### config.mk
export PLATFORM = sky130hd
export DESIGN_NAME = z80_clk_sequencer
export DESIGN_NICKNAME = d
export VERILOG_FILES = /design/src/rtl/z80_clk_sequencer.sv
export SDC_FILE = /design/constraint.sdc
export NUM_CORES = 1
export LEC_CHECK = 0
export BUFFER_PORTS_ARGS = -buffer_cell sky130_fd_sc_hd__buf_2
export CAP_MARGIN = 10
export CORE_ASPECT_RATIO = 0.8
export CORE_UTILIZATION = 56
export DETAILED_ROUTE_END_ITERATION = 16
export PLACE_DENSITY_LB_ADDON = 0.15
export SLEW_MARGIN = 20
export SYNTH_ARGS = -nofsm -noshare
export SYNTH_HDL_FRONTEND = slang
export SYNTH_SLANG_ARGS = --single-unit
### constraint.sdc
create_clock -name i_clk -period 2.8 [get_ports i_clk]
set_input_delay 0 -clock i_clk [delete_from_list [all_inputs] [get_ports i_clk]]
set_output_delay 0 -clock i_clk [all_outputs]
set_load 0.05 [all_outputs]
### src/rtl/z80_clk_sequencer.sv
// Control FSM for the Z80 clock divider: power-on / on-demand CPU reset hold,
// free-run, single-step and N-cycle burst, plus an executed-cycle counter.
module z80_clk_sequencer #(
  parameter int RESET_CYCLES    = 4,
  parameter int RUN_AFTER_RESET = 0,
  parameter int BURST_WIDTH     = 8,
  parameter int COUNT_WIDTH     = 16
) (
  input  logic                   i_clk,
  input  logic                   i_reset,
  input  logic                   i_run_stb,
  input  logic                   i_stop_stb,
  input  logic                   i_step_stb,
  input  logic                   i_burst_stb,
  input  logic [BURST_WIDTH-1:0] i_burst_len,
  input  logic                   i_cpu_reset_stb,
  input  logic                   i_div_clk_rose,
  output logic                   o_div_start_stb,
  output logic                   o_div_reset_stb,
  output logic                   o_cpu_reset_n,
  output logic                   o_done_stb,
  output logic                   o_busy,
  output logic [1:0]             o_state,
  output logic [COUNT_WIDTH-1:0] o_cycle_count
);

  localparam int HOLD_WIDTH = (RESET_CYCLES > 1) ? $clog2(RESET_CYCLES + 1) : 1;
  localparam logic [HOLD_WIDTH-1:0] HOLD_LOAD = HOLD_WIDTH'(RESET_CYCLES);

  typedef enum logic [1:0] {
    ST_IDLE       = 2'd0,
    ST_RESET_HOLD = 2'd1,
    ST_RUN        = 2'd2,
    ST_BURST      = 2'd3
  } state_t;

  state_t                 state_r, state_s;
  logic                   por_pending_r, por_pending_s;
  logic [HOLD_WIDTH-1:0]  hold_r, hold_s;
  logic [BURST_WIDTH-1:0] remaining_r, remaining_s;
  logic                   cpu_reset_n_r, cpu_reset_n_s;
  logic                   start_r, start_s;
  logic                   div_reset_r, div_reset_s;
  logic                   done_r, done_s;
  logic                   busy_r;
  logic [COUNT_WIDTH-1:0] count_r, count_s;
  logic                   last_rose_s;

  // Next-state, strobe and counter logic
  always_comb begin
    state_s       = state_r;
    por_pending_s = por_pending_r;
    hold_s        = hold_r;
    remaining_s   = remaining_r;
    cpu_reset_n_s = cpu_reset_n_r;
    start_s       = 1'b0;
    div_reset_s   = 1'b0;
    done_s        = 1'b0;
    last_rose_s   = i_div_clk_rose && (remaining_r <= BURST_WIDTH'(1));

    if (i_div_clk_rose && cpu_reset_n_r && ((state_r == ST_RUN) || (state_r == ST_BURST))) begin
      count_s = count_r + COUNT_WIDTH'(1);
    end else begin
      count_s = count_r;
    end

    if (por_pending_r) begin
      // First clock after reset: all command strobes are dropped
      state_s       = ST_RESET_HOLD;
      start_s       = 1'b1;
      por_pending_s = 1'b0;
      hold_s        = HOLD_LOAD;
      cpu_reset_n_s = 1'b0;
    end else begin
      case (state_r)
        ST_IDLE: begin
          if (i_cpu_reset_stb) begin
            state_s       = ST_RESET_HOLD;
            start_s       = 1'b1;
            hold_s        = HOLD_LOAD;
            cpu_reset_n_s = 1'b0;
          end else if (i_stop_stb) begin
            state_s = ST_IDLE;
          end else if (i_run_stb) begin
            state_s = ST_RUN;
            start_s = 1'b1;
          end else if (i_burst_stb) begin
            if (i_burst_len != '0) begin
              state_s     = ST_BURST;
              remaining_s = i_burst_len;
              start_s     = 1'b1;
            end else begin
              done_s = 1'b1;
            end
          end else if (i_step_stb) begin
            state_s     = ST_BURST;
            remaining_s = BURST_WIDTH'(1);
            start_s     = 1'b1;
          end else begin
            state_s = ST_IDLE;
          end
        end
        ST_RESET_HOLD: begin
          if (i_cpu_reset_stb) begin
            hold_s = HOLD_LOAD;
          end else if (i_div_clk_rose) begin
            if (hold_r <= HOLD_WIDTH'(1)) begin
              hold_s        = '0;
              cpu_reset_n_s = 1'b1;
              count_s       = '0;
              if (RUN_AFTER_RESET != 0) begin
                state_s = ST_RUN;
              end else begin
                state_s     = ST_IDLE;
                div_reset_s = 1'b1;
              end
            end else begin
              hold_s = hold_r - HOLD_WIDTH'(1);
            end
          end else begin
            hold_s = hold_r;
          end
        end
        ST_RUN: begin
          // CPU reset from RUN leaves the divider running
          if (i_cpu_reset_stb) begin
            state_s       = ST_RESET_HOLD;
            hold_s        = HOLD_LOAD;
            cpu_reset_n_s = 1'b0;
          end else if (i_stop_stb) begin
            state_s     = ST_IDLE;
            div_reset_s = 1'b1;
          end else begin
            state_s = ST_RUN;
          end
        end
        ST_BURST: begin
          if (i_cpu_reset_stb) begin
            state_s       = ST_RESET_HOLD;
            hold_s        = HOLD_LOAD;
            cpu_reset_n_s = 1'b0;
            remaining_s   = '0;
          end else if (i_stop_stb) begin
            // A stop landing on the final rose still completes the burst
            state_s     = ST_IDLE;
            div_reset_s = 1'b1;
            done_s      = last_rose_s;
            remaining_s = '0;
          end else if (i_run_stb) begin
            state_s     = ST_RUN;
            remaining_s = '0;
          end else if (last_rose_s) begin
            state_s     = ST_IDLE;
            div_reset_s = 1'b1;
            done_s      = 1'b1;
            remaining_s = '0;
          end else if (i_div_clk_rose) begin
            remaining_s = remaining_r - BURST_WIDTH'(1);
          end else begin
            remaining_s = remaining_r;
          end
        end
        default: begin
          state_s = ST_IDLE;
        end
      endcase
    end
  end

  // State and registered outputs
  always_ff @(posedge i_clk or posedge i_reset) begin
    if (i_reset) begin
      state_r       <= ST_IDLE;
      por_pending_r <= 1'b1;
      hold_r        <= '0;
      remaining_r   <= '0;
      cpu_reset_n_r <= 1'b0;
      start_r       <= 1'b0;
      div_reset_r   <= 1'b0;
      done_r        <= 1'b0;
      busy_r        <= 1'b0;
      count_r       <= '0;
    end else begin
      state_r       <= state_s;
      por_pending_r <= por_pending_s;
      hold_r        <= hold_s;
      remaining_r   <= remaining_s;
      cpu_reset_n_r <= cpu_reset_n_s;
      start_r       <= start_s;
      div_reset_r   <= div_reset_s;
      done_r        <= done_s;
      busy_r        <= (state_s != ST_IDLE);
      count_r       <= count_s;
    end
  end

  assign o_div_start_stb = start_r;
  assign o_div_reset_stb = div_reset_r;
  assign o_cpu_reset_n   = cpu_reset_n_r;
  assign o_done_stb      = done_r;
  assign o_busy          = busy_r;
  assign o_state         = state_r;
  assign o_cycle_count   = count_r;

endmodule

======== Word level (Yosys, flattened, before mapping) ========
Index checks and enable logic that the tools add are counted.
word-level totals
  register bits ........................... 35
  input bits .............................. 16
  output and inout bits ................... 23
  word-level logic and storage cells ...... 117
operators by class
  add/subtract/negate cells ............... 3
  magnitude comparators ................... 2
  equal/unequal tests ..................... 14
  multiplexer cells ....................... 75
  bitwise gates (word level) .............. 1
  reduce and logical (&&, ||, !) cells .... 12
operators with widths
  operator                                               number
  2-to-1 mux 16 bit                                      6
  2-to-1 mux 8 bit                                       11
  2-to-1 mux 2 bit                                       16
  2-to-1 mux 1 bit                                       31
  adder 16 x 1 -> 16 bit, second input constant          1
  case mux 8 bit (2 select lines)                        1
  2-to-1 mux 3 bit                                       5
  inequality test 3 bit, second input constant           5
  <= comparator 8 x 1 -> 1 bit, second input constant    1
  case mux 2 bit (4 select lines)                        1
  AND reduction 8 bit                                    1
  nonzero test 8 bit                                     1
  subtractor 8 x 1 -> 8 bit, second input constant       1
  inequality test 2 bit, second input constant           3
  inequality test 6 bit, second input constant           1
  case mux 3 bit (2 select lines)                        1
  == test 2 bit, second input constant                   2
  inequality test 4 bit, second input constant           1
  case mux 1 bit (2 select lines)                        2
  AND reduction 4 bit                                    1
  nonzero test 2 bit                                     2
  <= comparator 3 x 1 -> 1 bit, second input constant    1
  logical AND 1 bit                                      3
  inequality test 3 x 1 -> 1 bit, second input constant  1
  8 further kinds                                        8

======== Depth between registers and ports, before layout ========
Gate-level depths: netlist of the first run.
  depth in word-level cells ............... 9
  mapped depth ............................ 7
  depth with buffers taken out ............ 6

======== Least setup slack after synthesis of the first run ========
No wires, ideal clock.
  kind .................................... flip-flop to flip-flop
  start ................................... register state_r[1], in the netlist o_state[1]
  end ..................................... register remaining_r[0]
  setup time .............................. 125 ps
  data arrival time ....................... 2,473 ps
  required time ........................... 2,675 ps
  path slack .............................. 202 ps
  stages on the path, launching flop included .. 8
  buffers on the path ..................... 2
  clock period less this slack ............ 2,598 ps
  cell sequence ........................... dfrtp_1 > ha_1 > buf_2 > or3b_1 > o31ai_2 > o21a_1 > buf_2 > mux2_2
on the way
  word-level cells in the longest chain between the ends .. 3
  elaborated cells between the ends (all ways) .. 11
  classes of those cells .................. eq/ne: 7; mux: 1; reduce/logical: 3
ends and longest elaborated chain
  element                                                  RTL line  source
  from (decl)                                              37        state_t state_r, state_s;
  from (signal assigned)                                   184       state_r <= state_s;
  == test 2 bit or logical NOT 2 bit (tied branches)       75        case (state_r)
  inequality test 6 bit (no line) (tied with other cells)  n/a
  AND reduction 8 bit (no line)                            n/a
  to (signal assigned)                                     187       remaining_r <= remaining_s;
  to (decl)                                                40        logic [BURST_WIDTH-1:0] remaining_r, remaining_s;
Several ways; a longest one is shown, not always the timed one.
A chain may end at the register's enable or synchronous reset.

======== Worst setup path in the final report of the first run ========
  start ................................... register state_r[0], in the netlist o_state[0]
  end ..................................... register count_r[15], in the netlist o_cycle_count[15]
on the way
  word-level cells in the longest chain between the ends .. 9
  elaborated cells between the ends (all ways) .. 11
  classes of those cells .................. eq/ne: 3; mux: 6; reduce/logical: 2
ends and longest elaborated chain
  element                RTL line  source
  == test 2 bit          61        if (i_div_clk_rose && cpu_reset_n_r && ((state_r == ST_RUN) || (state_r == ST_BURST))) begin
  logical OR 1 bit       61
  logical AND 1 bit      61
  2-to-1 mux 16 bit      61
  2-to-1 mux 16 bit      107       if (hold_r <= HOLD_WIDTH'(1)) begin
  2-to-1 mux 16 bit      106       end else if (i_div_clk_rose) begin
  2-to-1 mux 16 bit      104       if (i_cpu_reset_stb) begin
  2-to-1 mux 16 bit      75
  2-to-1 mux 16 bit (*)  67        if (por_pending_r) begin
  net count_s[15]        46        logic [COUNT_WIDTH-1:0] count_r, count_s;
  to (signal assigned)   193       count_r <= count_s;
  to (decl)              46
The timed path passes the listed nets; every way through them passes the cells marked *.

==> results.sh, run 1 <==
export IMPL_boundaryPins=39
export IMPL_wirelength_routed_um=4939
export IMPL_crit_path_required_time_ps=3010
export IMPL_area_growth_pct=16.41
export IMPL_final_min_period_over_clock_period_pct=89.55
export IMPL_portBuffers=38
export IMPL_design_core_area_um2=3566
export IMPL_cts_root_buffer_cell="sky130_fd_sc_hd__clkbuf_8"
export IMPL_timing_clock_skew_ps=4.420
export IMPL_share_of_cells_above_drive_strength_1_pct=21.72
export IMPL_tightest_slew_ps=842.7
export IMPL_synth_enable_flop_cells=0
export IMPL_synth_area_top_cells="sky130_fd_sc_hd__dfrtp_1, sky130_fd_sc_hd__ha_1, sky130_fd_sc_hd__nand2_1, sky130_fd_sc_hd__nor2_1, sky130_fd_sc_hd__a21oi_1"
export IMPL_tritoncts_num_buffers=5
export IMPL_critPathMaxFanout=11
export IMPL_antenna_found_initial=0
export IMPL_routedWlPerCell_um=14.88
export IMPL_clock_latency_ps=280
export IMPL_synthesis_nets=272
export IMPL_synthCells=247
export IMPL_floorplan_die_area_um2=4149
export IMPL_clock_power_share_pct=19.5
export IMPL_tritoncts="yes"
export IMPL_antenna_cells=0
export IMPL_layout_min_cycle_time_ps=2507
export IMPL_post_cts_resized=0
export IMPL_die_h_um=57.82
export IMPL_slew_headroom_pct=43.76
export IMPL_mappedNetlistArea_um2=2181
export IMPL_pwr_share_seq_pct=36.8
export IMPL_post_cts_setup_buffer_count=0
export IMPL_post_synth_num_cell_types=52
export IMPL_p_comb_share_pct=43.7
export IMPL_post_cts_hold_buffer_count=1
export IMPL_synth_sequential_area_ratio_pct=40.22
export IMPL_leakage_nw=1.135
export IMPL_count_of_final_setup_violators=0
export IMPL_count_of_warnings_emitted_by_yosys=0
export IMPL_first_iteration_detailed_routing_drc_count=173
export IMPL_critical_path_top_delay_family="simple AND/OR/NAND/NOR gates"
export IMPL_power_internal_w=0.001155
export IMPL_finalNetCount=314
export IMPL_firstDrtPassIters=5
export IMPL_timing_final_hold_violations=0
export IMPL_postSynth_asyncResetShare_pct=100.0
export IMPL_grt_setup_unrepaired="no"
export IMPL_gp_congestion=0.9317
export IMPL_cp_start_kind="register"
export IMPL_floorplan_die_width_um=71.77
export IMPL_timing_critical_path_slowest_stage_cell="sky130_fd_sc_hd__or4_1"
export IMPL_route_detailed_vias_per_inst=6.108
export IMPL_worst_setup_path_end_kind="register"
export IMPL_remaining_drc_errors=0
export IMPL_clockBufferDepth=2
export IMPL_vias_in_the_first_global_route=1834
export IMPL_dpl_hpwl_um=3601
export IMPL_min_path_type="input port to register"
export IMPL_cp_num_buf_inv=0
export IMPL_timing_critical_path_arrival_ps=2720
export IMPL_synthDominantCellAreaShare_pct=39.01
export IMPL_yosysMostFrequentCell="sky130_fd_sc_hd__dfrtp_1"
export IMPL_placed_cells_incl_taps=323
export IMPL_post_synth_top_area_cell="sky130_fd_sc_hd__dfrtp_1"
export IMPL_pin_count_of_the_biggest_net_entering_global_routing=24
export IMPL_vdd_ir_drop_max_mv=0.4674
export IMPL_highest_clock_rate_mhz=398.8
export IMPL_final_antenna_net_count=0
export IMPL_fin_setup_tns_ps=0
export IMPL_placement_rows=19
export IMPL_track_usage_pct=25.84
export IMPL_h_tree_depth=2
export IMPL_grt_first_pass_wirelength_um=8349
export IMPL_timing_max_cap_violations=0
export IMPL_power_switching_w=0.0008689
export IMPL_total_power_w=0.002024
export IMPL_synth_main_ff_cell="sky130_fd_sc_hd__dfrtp_1"
export IMPL_routed_via_count=2028
export IMPL_p_per_area_nw_per_um2=797.4
export IMPL_syn_mean_instance_area_um2=8.829
export IMPL_timing_worst_setup_path_type="register to register"
export IMPL_clk_transition_reported_paths_ps=70
export IMPL_synth_seq_cells=35
export IMPL_placed_area_um2=2429
export IMPL_post_route_design_area_um2=2539
export IMPL_cp_common_cell="sky130_fd_sc_hd__or4_1"
export IMPL_switching_share_pct=42.92
export IMPL_outcome="completed"
export IMPL_cts_sink_count=35
export IMPL_setup_slack_reg_to_reg_ps=290
export IMPL_cp_slowest_stage_delay_ps=670
export IMPL_layout_cells_non_filler=332
export IMPL_initial_core_util_pct=61.16
export IMPL_crit_path_cell_trace="ha_1 > o211ai_1 > or4_1 > or4_1 > a21oi_1"
export IMPL_ranking_of_synthesized_cells_by_instance_count="sky130_fd_sc_hd__dfrtp_1, sky130_fd_sc_hd__nand2_1, sky130_fd_sc_hd__nor2_1, sky130_fd_sc_hd__inv_1, sky130_fd_sc_hd__a21oi_1"
export IMPL_finalMaxSlewViolations=0
export IMPL_grt_overflow_total=0
[flip-flops by register name, indices dropped and copies added (netlist names)]
register	flops
remaining_r	8
o_busy	1
por_pending_r	1
o_div_reset_stb	1
o_cycle_count	16
o_done_stb	1
o_state	2
hold_r	3
o_div_start_stb	1
o_cpu_reset_n	1
[power by group through the flow]
stage               Combinational [W]  Clock (W)  Sequential (W)
floorplan                    0.000535          0        0.000878
global placement             0.000871          0        0.000742
detailed placement           0.000871          0        0.000751
CTS                          0.000879   0.000407        0.000741
global route                 0.000973   0.000423        0.000763
finish                       0.000885   0.000395        0.000745
[worst reg2reg max path: cells and delay by family, from the launching register on]
kind            cells  cell delay (ps)
compound gates      2              350
simple gates        2             1180
flops               1              470
fa+ha+maj           1              440
[cell families (layout without fill, tap and decap cells)]
family,Yosys count,count (layout),synth area share [%]
other,1,1,0.1720
multiplexers,5,5,2.524
flip-flops,35,35,40.22
adder cells (fa/ha/maj),9,9,5.164
buffers and inverters,25,68,4.418
XOR/XNOR,7,7,2.811
AO/OA/AOI/OAI,57,57,18.36
AND/OR/NAND/NOR,108,108,26.33
[final cells by class]
| class | instances | area, um2 |
|---|---|---|
| multi-input combinational | 187 | 1207 |
| fill | 300 | 1027 |
| sequential | 35 | 877.1 |
| timing repair buffer | 45 | 245.2 |
| clock buffer | 8 | 100.1 |
| inverter | 15 | 56.30 |
| tap | 42 | 52.55 |
[metal layers]
layer / vias to the layer above / global-route usage [%] / share of wire (%)
li1: 991 / - / -
met1: 959 / 37.56 / 48
met2: 74 / 39.76 / 45
met3: 4 / 5.565 / 6.4
met4: 0 / 6.443 / 0.77
met5: - / 0 / 0
[placed cells by master (no fill, tap or decap), types with 2 or more instances in the layout]
cell | synthesis | final
sky130_fd_sc_hd__o221ai_1 | 5 | 5
sky130_fd_sc_hd__nand4_1 | 5 | 5
sky130_fd_sc_hd__o21ai_0 | 7 | 7
sky130_fd_sc_hd__a211oi_1 | 2 | 2
sky130_fd_sc_hd__and3_1 | 3 | 3
sky130_fd_sc_hd__nor2b_1 | 5 | 5
sky130_fd_sc_hd__buf_2 | 2 | 38
sky130_fd_sc_hd__nor4_1 | 4 | 4
sky130_fd_sc_hd__or3_1 | 7 | 7
sky130_fd_sc_hd__nor3_1 | 11 | 11
sky130_fd_sc_hd__nand2b_1 | 3 | 3
sky130_fd_sc_hd__mux2_2 | 4 | 4
sky130_fd_sc_hd__buf_4 | 0 | 6
sky130_fd_sc_hd__a21oi_1 | 14 | 14
sky130_fd_sc_hd__clkbuf_8 | 0 | 7
sky130_fd_sc_hd__ha_1 | 9 | 9
sky130_fd_sc_hd__nor2_1 | 22 | 22
sky130_fd_sc_hd__and2_1 | 2 | 2
sky130_fd_sc_hd__inv_1 | 15 | 15
sky130_fd_sc_hd__or4_1 | 4 | 4
sky130_fd_sc_hd__or3b_1 | 2 | 2
sky130_fd_sc_hd__o31ai_1 | 5 | 5
sky130_fd_sc_hd__dfrtp_1 | 34 | 34
sky130_fd_sc_hd__a32oi_1 | 3 | 3
sky130_fd_sc_hd__o311ai_0 | 2 | 2
sky130_fd_sc_hd__nand2_1 | 22 | 22
sky130_fd_sc_hd__a31o_2 | 2 | 2
sky130_fd_sc_hd__nand3_1 | 10 | 10
sky130_fd_sc_hd__xnor2_1 | 6 | 6
sky130_fd_sc_hd__o21a_1 | 2 | 2
sky130_fd_sc_hd__o21bai_1 | 2 | 2
sky130_fd_sc_hd__o211ai_1 | 4 | 4
[per-stage QoR]
stage,setup WS [ps],utilization (%),hold WS [ps]
2_1_floorplan,202.0,-,153.6
3_3_place_gp,482.4,68.11,209.4
3_5_place_dp,339.1,68.11,213.0
4_1_cts,317.1,71.19,66.48
5_1_grt,187.0,71.19,108.0
6_report,292.7,71.19,67.52
[worst paths after layout]
kind,depth (start not counted),to,start
min in group asynchronous,3,remaining_r[3]$_DFFE_PP0P_,i_reset
worst min register to register,2,hold_r[1]$_DFFE_PP0P_,hold_r[1]$_DFFE_PP0P_
worst min-delay path,3,hold_r[2]$_DFFE_PP0P_,i_div_clk_rose
worst max-delay path,5,o_cycle_count[15]$_DFF_PP0_,o_state[0]$_DFF_PP0_
max in group asynchronous,4,remaining_r[0]$_DFFE_PP0P_,i_reset
worst max register to register,5,o_cycle_count[15]$_DFF_PP0_,o_state[0]$_DFF_PP0_
Power figures use the tool's default switching activity.
==> run 2, diff against run 1 <==
--- a/config.mk
+++ b/config.mk
@@ -7,8 +7,10 @@
 export LEC_CHECK = 0
 export BUFFER_PORTS_ARGS = -buffer_cell sky130_fd_sc_hd__buf_2
 export CAP_MARGIN = 10
+export CELL_PAD_IN_SITES_DETAIL_PLACEMENT = 1
+export CELL_PAD_IN_SITES_GLOBAL_PLACEMENT = 1
 export CORE_ASPECT_RATIO = 0.8
-export CORE_UTILIZATION = 56
+export CORE_UTILIZATION = 38
 export DETAILED_ROUTE_END_ITERATION = 16
 export PLACE_DENSITY_LB_ADDON = 0.15
 export SLEW_MARGIN = 20
==> constraint.sdc (replaced) <==
create_clock -name i_clk -period 2.2 [get_ports i_clk]
set_input_delay 0 -clock i_clk [delete_from_list [all_inputs] [get_ports i_clk]]
set_output_delay 0 -clock i_clk [all_outputs]
set_load 0.05 [all_outputs]
==> results.sh, run 2 (synthesized netlist as in run 1, its figures left out) <==
export IMPL_outcome="completed"
export IMPL_clk_transition_reported_paths_ps=80
export IMPL_placed_cells_incl_taps=373
export IMPL_detailroute_wirelength_met2_um=3001
export IMPL_vdd_ir_drop_max_mv=0.4060
export IMPL_wl_met1_um=3162
export IMPL_finalNetCount=328
export IMPL_largest_register_ffs=16
export IMPL_critical_path_top_delay_family="simple AND/OR/NAND/NOR gates"
export IMPL_timing_worst_setup_path_type="register to register"
export IMPL_topRoutingLayerUsed="met4"
export IMPL_grt_first_pass_wirelength_um=10870
export IMPL_h_tree_depth=2
export IMPL_post_cts_setup_buffer_count=0
export IMPL_firstDrtPassIters=4
export IMPL_floorplan_die_width_um=86.70
export IMPL_grt_setup_unrepaired="no"
export IMPL_tritoncts="yes"
export IMPL_count_of_final_setup_violators=0
export IMPL_slew_headroom_pct=56.88
export IMPL_routed_via_count=2109
export IMPL_leakage_nw=1.234
export IMPL_total_power_w=0.002997
export IMPL_final_antenna_net_count=0
export IMPL_route_detailed_vias_per_inst=5.521
export IMPL_cp_slowest_stage_delay_ps=500
export IMPL_finish_utilization_pct=50.25
export IMPL_grt_overflow_total=0
export IMPL_crit_path_required_time_ps=2380
export IMPL_worst_setup_path_end_kind="register"
export IMPL_portBuffers=38
export IMPL_path_depth=6
export IMPL_final_min_period_over_clock_period_pct=95.74
export IMPL_timing_max_cap_violations=0
export IMPL_critPathMaxFanout=4
export IMPL_cts_root_buffer_cell="sky130_fd_sc_hd__clkbuf_8"
export IMPL_floorplan_die_area_um2=6048
export IMPL_wirelength_routed_um=6415
export IMPL_highest_clock_rate_mhz=474.8
export IMPL_cp_num_buf_inv=1
export IMPL_finalMaxSlewViolations=0
export IMPL_placement_rows=24
export IMPL_routedWlPerCell_um=16.79
export IMPL_die_h_um=69.76
export IMPL_track_usage_pct=23.16
export IMPL_timing_critical_path_arrival_ps=2280
export IMPL_tritoncts_num_buffers=5
export IMPL_fin_setup_tns_ps=0
export IMPL_timing_critical_path_slowest_stage_cell="sky130_fd_sc_hd__or3b_2"
export IMPL_initial_core_util_pct=39.69
export IMPL_worst_reg_to_reg_cells=6
export IMPL_worst_hold_slack_ps=65.61
export IMPL_gp_congestion=0.8549
export IMPL_dpl_hpwl_um=4727
export IMPL_remaining_drc_errors=0
export IMPL_boundaryPins=39
export IMPL_clockBufferDepth=2
export IMPL_area_growth_pct=26.62
export IMPL_crit_path_cell_trace="inv_1 > ha_1 > or3b_2 > o311ai_0 > o211ai_1 > mux2_4"
export IMPL_layout_cells_non_filler=382
export IMPL_design_core_area_um2=5495
export IMPL_cp_start_kind="register"
export IMPL_timing_clock_skew_ps=7.282
export IMPL_timing_final_hold_violations=0
export IMPL_p_per_area_nw_per_um2=1085
export IMPL_vias_in_the_first_global_route=2150
export IMPL_met3RoutedLength_um=196
export IMPL_antenna_found_initial=0
export IMPL_min_path_type="input port to register"
export IMPL_mostFrequentLayoutCell="sky130_fd_sc_hd__buf_2"
export IMPL_hold_path_stages=3
export IMPL_tightest_slew_ps=640.9
export IMPL_final_cell_mix="sky130_fd_sc_hd__buf_2, sky130_fd_sc_hd__dfrtp_1, sky130_fd_sc_hd__nand2_1, sky130_fd_sc_hd__nor2_1, sky130_fd_sc_hd__buf_4"
export IMPL_antenna_cells=0
export IMPL_first_iteration_detailed_routing_drc_count=70
export IMPL_share_of_cells_above_drive_strength_1_pct=27.96
export IMPL_layout_min_cycle_time_ps=2106
export IMPL_cts_sink_count=35
export IMPL_clock_latency_ps=290
export IMPL_pin_count_of_the_biggest_net_entering_global_routing=36
run 2: cell types whose count changed in the layout (fill, tap and decap cells not counted), sizes merged:
cell,delta
bufinv,+1
buf,+14
clkinv,+2
clkbuf,-3
run 2: layout make-up:
class                   instances  area (um2)
fillers                       680        2734
inverters                      15       56.30
multi-input cells             187        1252
clock inverters                 3       43.79
repair buffers                 59       362.8
well taps                      78       97.59
clock buffers                   5       68.82
flip-flops and latches         35       879.6
run 2: per-layer routing:
layer	global-route usage, %	vias up
li1	-	1013
met1	33.28	1045
met2	36.51	45
met3	3.929	6
met4	4.815	0
met5	0	-
run 2: metrics by stage:
step / worst slack [ps] / instance area [um2]
after floorplan: -53.51 / 2232
after global placement: 142.9 / 2629
after detailed placement: 30.63 / 2629
after CTS: 21.75 / 2751
after global routing: 18.97 / 2761
final: 93.79 / 2761
run 2: final timing paths:
| check | from | to | slack (ps) |
|---|---|---|---|
| worst max-delay path | remaining_r[1]$_DFFE_PP0P_ | remaining_r[6]$_DFFE_PP0P_ | 90 |
| worst min-delay path | i_burst_len[2] | remaining_r[2]$_DFFE_PP0P_ | 70 |
| worst max register to register | remaining_r[1]$_DFFE_PP0P_ | remaining_r[6]$_DFFE_PP0P_ | 90 |
| worst min register to register | hold_r[1]$_DFFE_PP0P_ | hold_r[1]$_DFFE_PP0P_ | 570 |
| max in group asynchronous | i_reset | o_state[0]$_DFF_PP0_ | 1490 |
| min in group asynchronous | i_reset | o_cycle_count[4]$_DFF_PP0_ | 350 |
run 2: tightest hold or removal path, delay by kind of cell:
family | cells | cell delay (ps)
AOI/OAI and AO/OA | 2 | 210
buffers and inverters | 1 | 100
run 2: repair_timing:
item	4_1_cts	5_1_grt
resized for setup	0	2
endpoints found under the setup margin	0	6
hold buffers	1	0
hold endpoints to repair	34	0
run 2: where the power goes:
part           internal (W)  switching (W)  total (W)
clock              0.000338       0.000251   0.000588
sequential         0.000784       0.000130   0.000914
combinational      0.000608       0.000887    0.00150
==> run 3, diff against run 2 <==
--- a/config.mk
+++ b/config.mk
@@ -5,12 +5,13 @@
 export SDC_FILE = /design/constraint.sdc
 export NUM_CORES = 1
 export LEC_CHECK = 0
+export ABC_AREA = 1
 export BUFFER_PORTS_ARGS = -buffer_cell sky130_fd_sc_hd__buf_2
 export CAP_MARGIN = 10
 export CELL_PAD_IN_SITES_DETAIL_PLACEMENT = 1
 export CELL_PAD_IN_SITES_GLOBAL_PLACEMENT = 1
 export CORE_ASPECT_RATIO = 0.8
-export CORE_UTILIZATION = 38
+export CORE_UTILIZATION = 36
 export DETAILED_ROUTE_END_ITERATION = 16
 export PLACE_DENSITY_LB_ADDON = 0.15
 export SLEW_MARGIN = 20
==> results.sh, run 3 <==
export IMPL_mappedNetlistArea_um2=2215
export IMPL_timing_final_hold_violations=0
export IMPL_remaining_drc_errors=0
export IMPL_die_h_um=72.15
export IMPL_synthesis_nets=329
export IMPL_cts_root_buffer_cell="sky130_fd_sc_hd__clkbuf_8"
export IMPL_pin_count_of_the_biggest_net_entering_global_routing=36
export IMPL_highest_clock_rate_mhz=527.6
export IMPL_final_fill_count=775
export IMPL_placed_cells_incl_taps=423
export IMPL_switching_share_pct=47.36
export IMPL_worst_setup_path_end_kind="register"
export IMPL_cp_common_cell="sky130_fd_sc_hd__nand2_1"
export IMPL_clock_power_share_pct=18.9
export IMPL_post_synth_top_area_cell="sky130_fd_sc_hd__dfrtp_1"
export IMPL_clock_latency_ps=290
export IMPL_fin_setup_tns_ps=0
export IMPL_post_synth_num_cell_types=33
export IMPL_wirelength_routed_um=5573
export IMPL_vdd_ir_drop_max_mv=0.4212
export IMPL_synthDominantCellAreaShare_pct=38.42
export IMPL_final_antenna_net_count=0
export IMPL_count_of_warnings_emitted_by_yosys=0
export IMPL_grt_first_pass_wirelength_um=9425
export IMPL_power_switching_w=0.001321
export IMPL_leakage_nw=1.338
export IMPL_design_core_area_um2=5912
export IMPL_worst_hold_path_endpoint="hold_r[2]$_DFFE_PP0P_"
export IMPL_timing_critical_path_arrival_ps=2100
export IMPL_p_per_area_nw_per_um2=1066
export IMPL_power_internal_w=0.001469
export IMPL_synth_main_ff_cell="sky130_fd_sc_hd__dfrtp_1"
export IMPL_floorplan_die_area_um2=6471
export IMPL_timing_worst_setup_path_type="register to register"
export IMPL_tritoncts_num_buffers=5
export IMPL_layout_min_cycle_time_ps=1895
export IMPL_layout_cells_non_filler=432
export IMPL_post_cts_setup_buffer_count=0
export IMPL_timing_clock_skew_ps=5.410
export IMPL_yosysMostFrequentCell="sky130_fd_sc_hd__nand2_1"
export IMPL_timing_max_cap_violations=0
export IMPL_final_min_period_over_clock_period_pct=86.16
export IMPL_crit_path_cell_trace="inv_1 > ha_1 > inv_1 > nand2_4 > nand3_4 > nor3_4 > nand2_2 > nor2_2 > nand2_1 > nand2_1 > nand2_1 > nor2_1"
export IMPL_antenna_cells=0
export IMPL_initial_core_util_pct=37.46
export IMPL_synth_sequential_area_ratio_pct=39.60
export IMPL_postSynth_asyncResetShare_pct=100.0
export IMPL_final_cell_mix="sky130_fd_sc_hd__nand2_1, sky130_fd_sc_hd__inv_1, sky130_fd_sc_hd__buf_2"
export IMPL_setup_slack_reg_to_reg_ps=300
export IMPL_critPathMaxFanout=7
export IMPL_antenna_found_initial=0
export IMPL_route_detailed_vias_per_inst=4.697
export IMPL_clockBufferDepth=2
export IMPL_count_of_final_setup_violators=0
export IMPL_mostFrequentLayoutCell="sky130_fd_sc_hd__nand2_1"
export IMPL_outcome="completed"
export IMPL_grt_overflow_total=0
export IMPL_track_usage_pct=19.24
export IMPL_cp_slowest_stage_delay_ps=440
export IMPL_tritoncts="yes"
export IMPL_portBuffers=38
export IMPL_boundaryPins=39
export IMPL_synth_seq_cells=35
export IMPL_reg2reg_from="o_state[0]$_DFF_PP0_"
export IMPL_min_path_type="input port to register"
export IMPL_synth_enable_flop_cells=0
export IMPL_pwr_share_seq_pct=34.4
export IMPL_rr_endpoint="o_cycle_count[10]$_DFF_PP0_"
export IMPL_timing_critical_path_slowest_stage_cell="sky130_fd_sc_hd__dfrtp_1"
export IMPL_dpl_hpwl_um=4369
export IMPL_finish_utilization_pct=44.28
export IMPL_ranking_of_synthesized_cells_by_instance_count="sky130_fd_sc_hd__nand2_1, sky130_fd_sc_hd__inv_1, sky130_fd_sc_hd__dfrtp_1, sky130_fd_sc_hd__nor2_1, sky130_fd_sc_hd__nand3_1"
export IMPL_routedWlPerCell_um=12.90
export IMPL_syn_mean_instance_area_um2=7.285
export IMPL_firstDrtPassIters=4
export IMPL_placement_setup_worst_slack_ps=257.8
export IMPL_hold_path_stages=3
export IMPL_largest_register_ffs=16
export IMPL_area_growth_pct=18.19
export IMPL_first_iteration_detailed_routing_drc_count=44
export IMPL_h_tree_depth=2
export IMPL_setup_slack_after_layout_ps=304.6
export IMPL_routed_via_count=2029
export IMPL_finalMaxSlewViolations=0
export IMPL_grt_setup_unrepaired="no"
export IMPL_total_power_w=0.002790
export IMPL_share_of_cells_above_drive_strength_1_pct=17.38
export IMPL_p_comb_share_pct=46.7
export IMPL_floorplan_die_width_um=89.69
export IMPL_vias_in_the_first_global_route=2047
export IMPL_cts_sink_count=35
export IMPL_min_delay_start="i_cpu_reset_stb"
export IMPL_finalNetCount=375
export IMPL_placement_rows=25
export IMPL_synthCells=304
export IMPL_crit_path_required_time_ps=2410
export IMPL_synth_area_top_cells="sky130_fd_sc_hd__dfrtp_1, sky130_fd_sc_hd__nand2_1, sky130_fd_sc_hd__inv_1, sky130_fd_sc_hd__nor2_1, sky130_fd_sc_hd__ha_1"
export IMPL_clk_transition_reported_paths_ps=70
export IMPL_worst_reg_to_reg_cells=12
export IMPL_gp_congestion=0.7528
export IMPL_cp_start_kind="register"
## run 3: cell count changes after synthesis, sizes merged, moves of 5 or more
cell / before / now
xor2: 1 / 7
nor2b: 5 / 0
nor2: 22 / 39
inv: 15 / 47
o31ai: 6 / 0
nand3: 10 / 21
clkbuf: 8 / 0
or3: 7 / 0
o21ai: 7 / 22
o221ai: 5 / 0
nand2: 22 / 81
nor4: 5 / 0
## run 3: power groups by stage
| stage | Clock [W] | Sequential, W | Combinational (W) |
|---|---|---|---|
| 2_1_floorplan | 0 | 0.00130 | 0.000674 |
| 3_3_place_gp | 0 | 0.000968 | 0.00129 |
| 3_5_place_dp | 0 | 0.000970 | 0.00131 |
| 4_1_cts | 0.000554 | 0.000961 | 0.00132 |
| 5_1_grt | 0.000580 | 0.000987 | 0.00146 |
| 6_report | 0.000528 | 0.000959 | 0.00130 |
## run 3: worst max path at each step
stage	endpoint	slack (ps)	cells past startpoint	start
floorplan	o_cycle_count[12]$_DFF_PP0_	190	10	o_state[1]$_DFF_PP0_
global placement	o_cycle_count[10]$_DFF_PP0_	290	11	o_state[1]$_DFF_PP0_
detailed placement	o_cycle_count[10]$_DFF_PP0_	260	11	o_state[1]$_DFF_PP0_
CTS	o_cycle_count[10]$_DFF_PP0_	240	11	o_state[1]$_DFF_PP0_
global route	o_cycle_count[11]$_DFF_PP0_	20	10	o_state[0]$_DFF_PP0_
finish	o_cycle_count[10]$_DFF_PP0_	300	12	o_state[0]$_DFF_PP0_
## run 3: what timing repair did
action,in CTS,in global routing
gates resized for setup,0,1
setup endpoints to repair,0,1
endpoints found under the hold margin,34,0
hold buffers,1,0
## run 3: worst max-delay path: cells and delay by family, from the launching register on
family                     cells  cell delay [ps]
adders and majority gates      1              180
and+or+nand+nor                9              980
DFF                            1              440
buffers and inverters          2              200
## run 3: layer usage
layer  GRT usage, %  up-vias  wire length (um)
met5              0        -                 0
met4          5.291        0                46
met3          3.982        5               167
met2          29.55       26              2460
met1          27.39      945              2899
li1               -     1053                 -
## run 3: area by class of cell
type	count	area, um2	area share (%)
Clock buffer	8	100.1	3.824
Inverter	47	176.4	6.740
Multi-Input combinational cell	220	1147	43.83
Sequential cell	35	877.1	33.51
Tap cell	81	101.3	3.872
Timing Repair Buffer	41	215.2	8.222
## run 3: cell families (layout without fill, tap and decap cells)
kind of cell | Yosys count | count (layout) | synth area share, %
simple gates | 160 | 160 | 32.49
buf+inv | 49 | 96 | 8.700
compound gates | 41 | 41 | 10.40
flops | 35 | 35 | 39.60
fa+ha+maj | 9 | 9 | 5.085
xor+xnor | 9 | 9 | 3.560
other cells | 1 | 1 | 0.1693
## run 3: through the flow
stage          hold slack (ps)  area (um2)
6_report                 56.07        2618
5_1_grt                  55.21        2618
4_1_cts                  49.90        2615
3_5_place_dp             139.6        2505
3_3_place_gp             136.9        2505
2_1_floorplan            151.3        2215
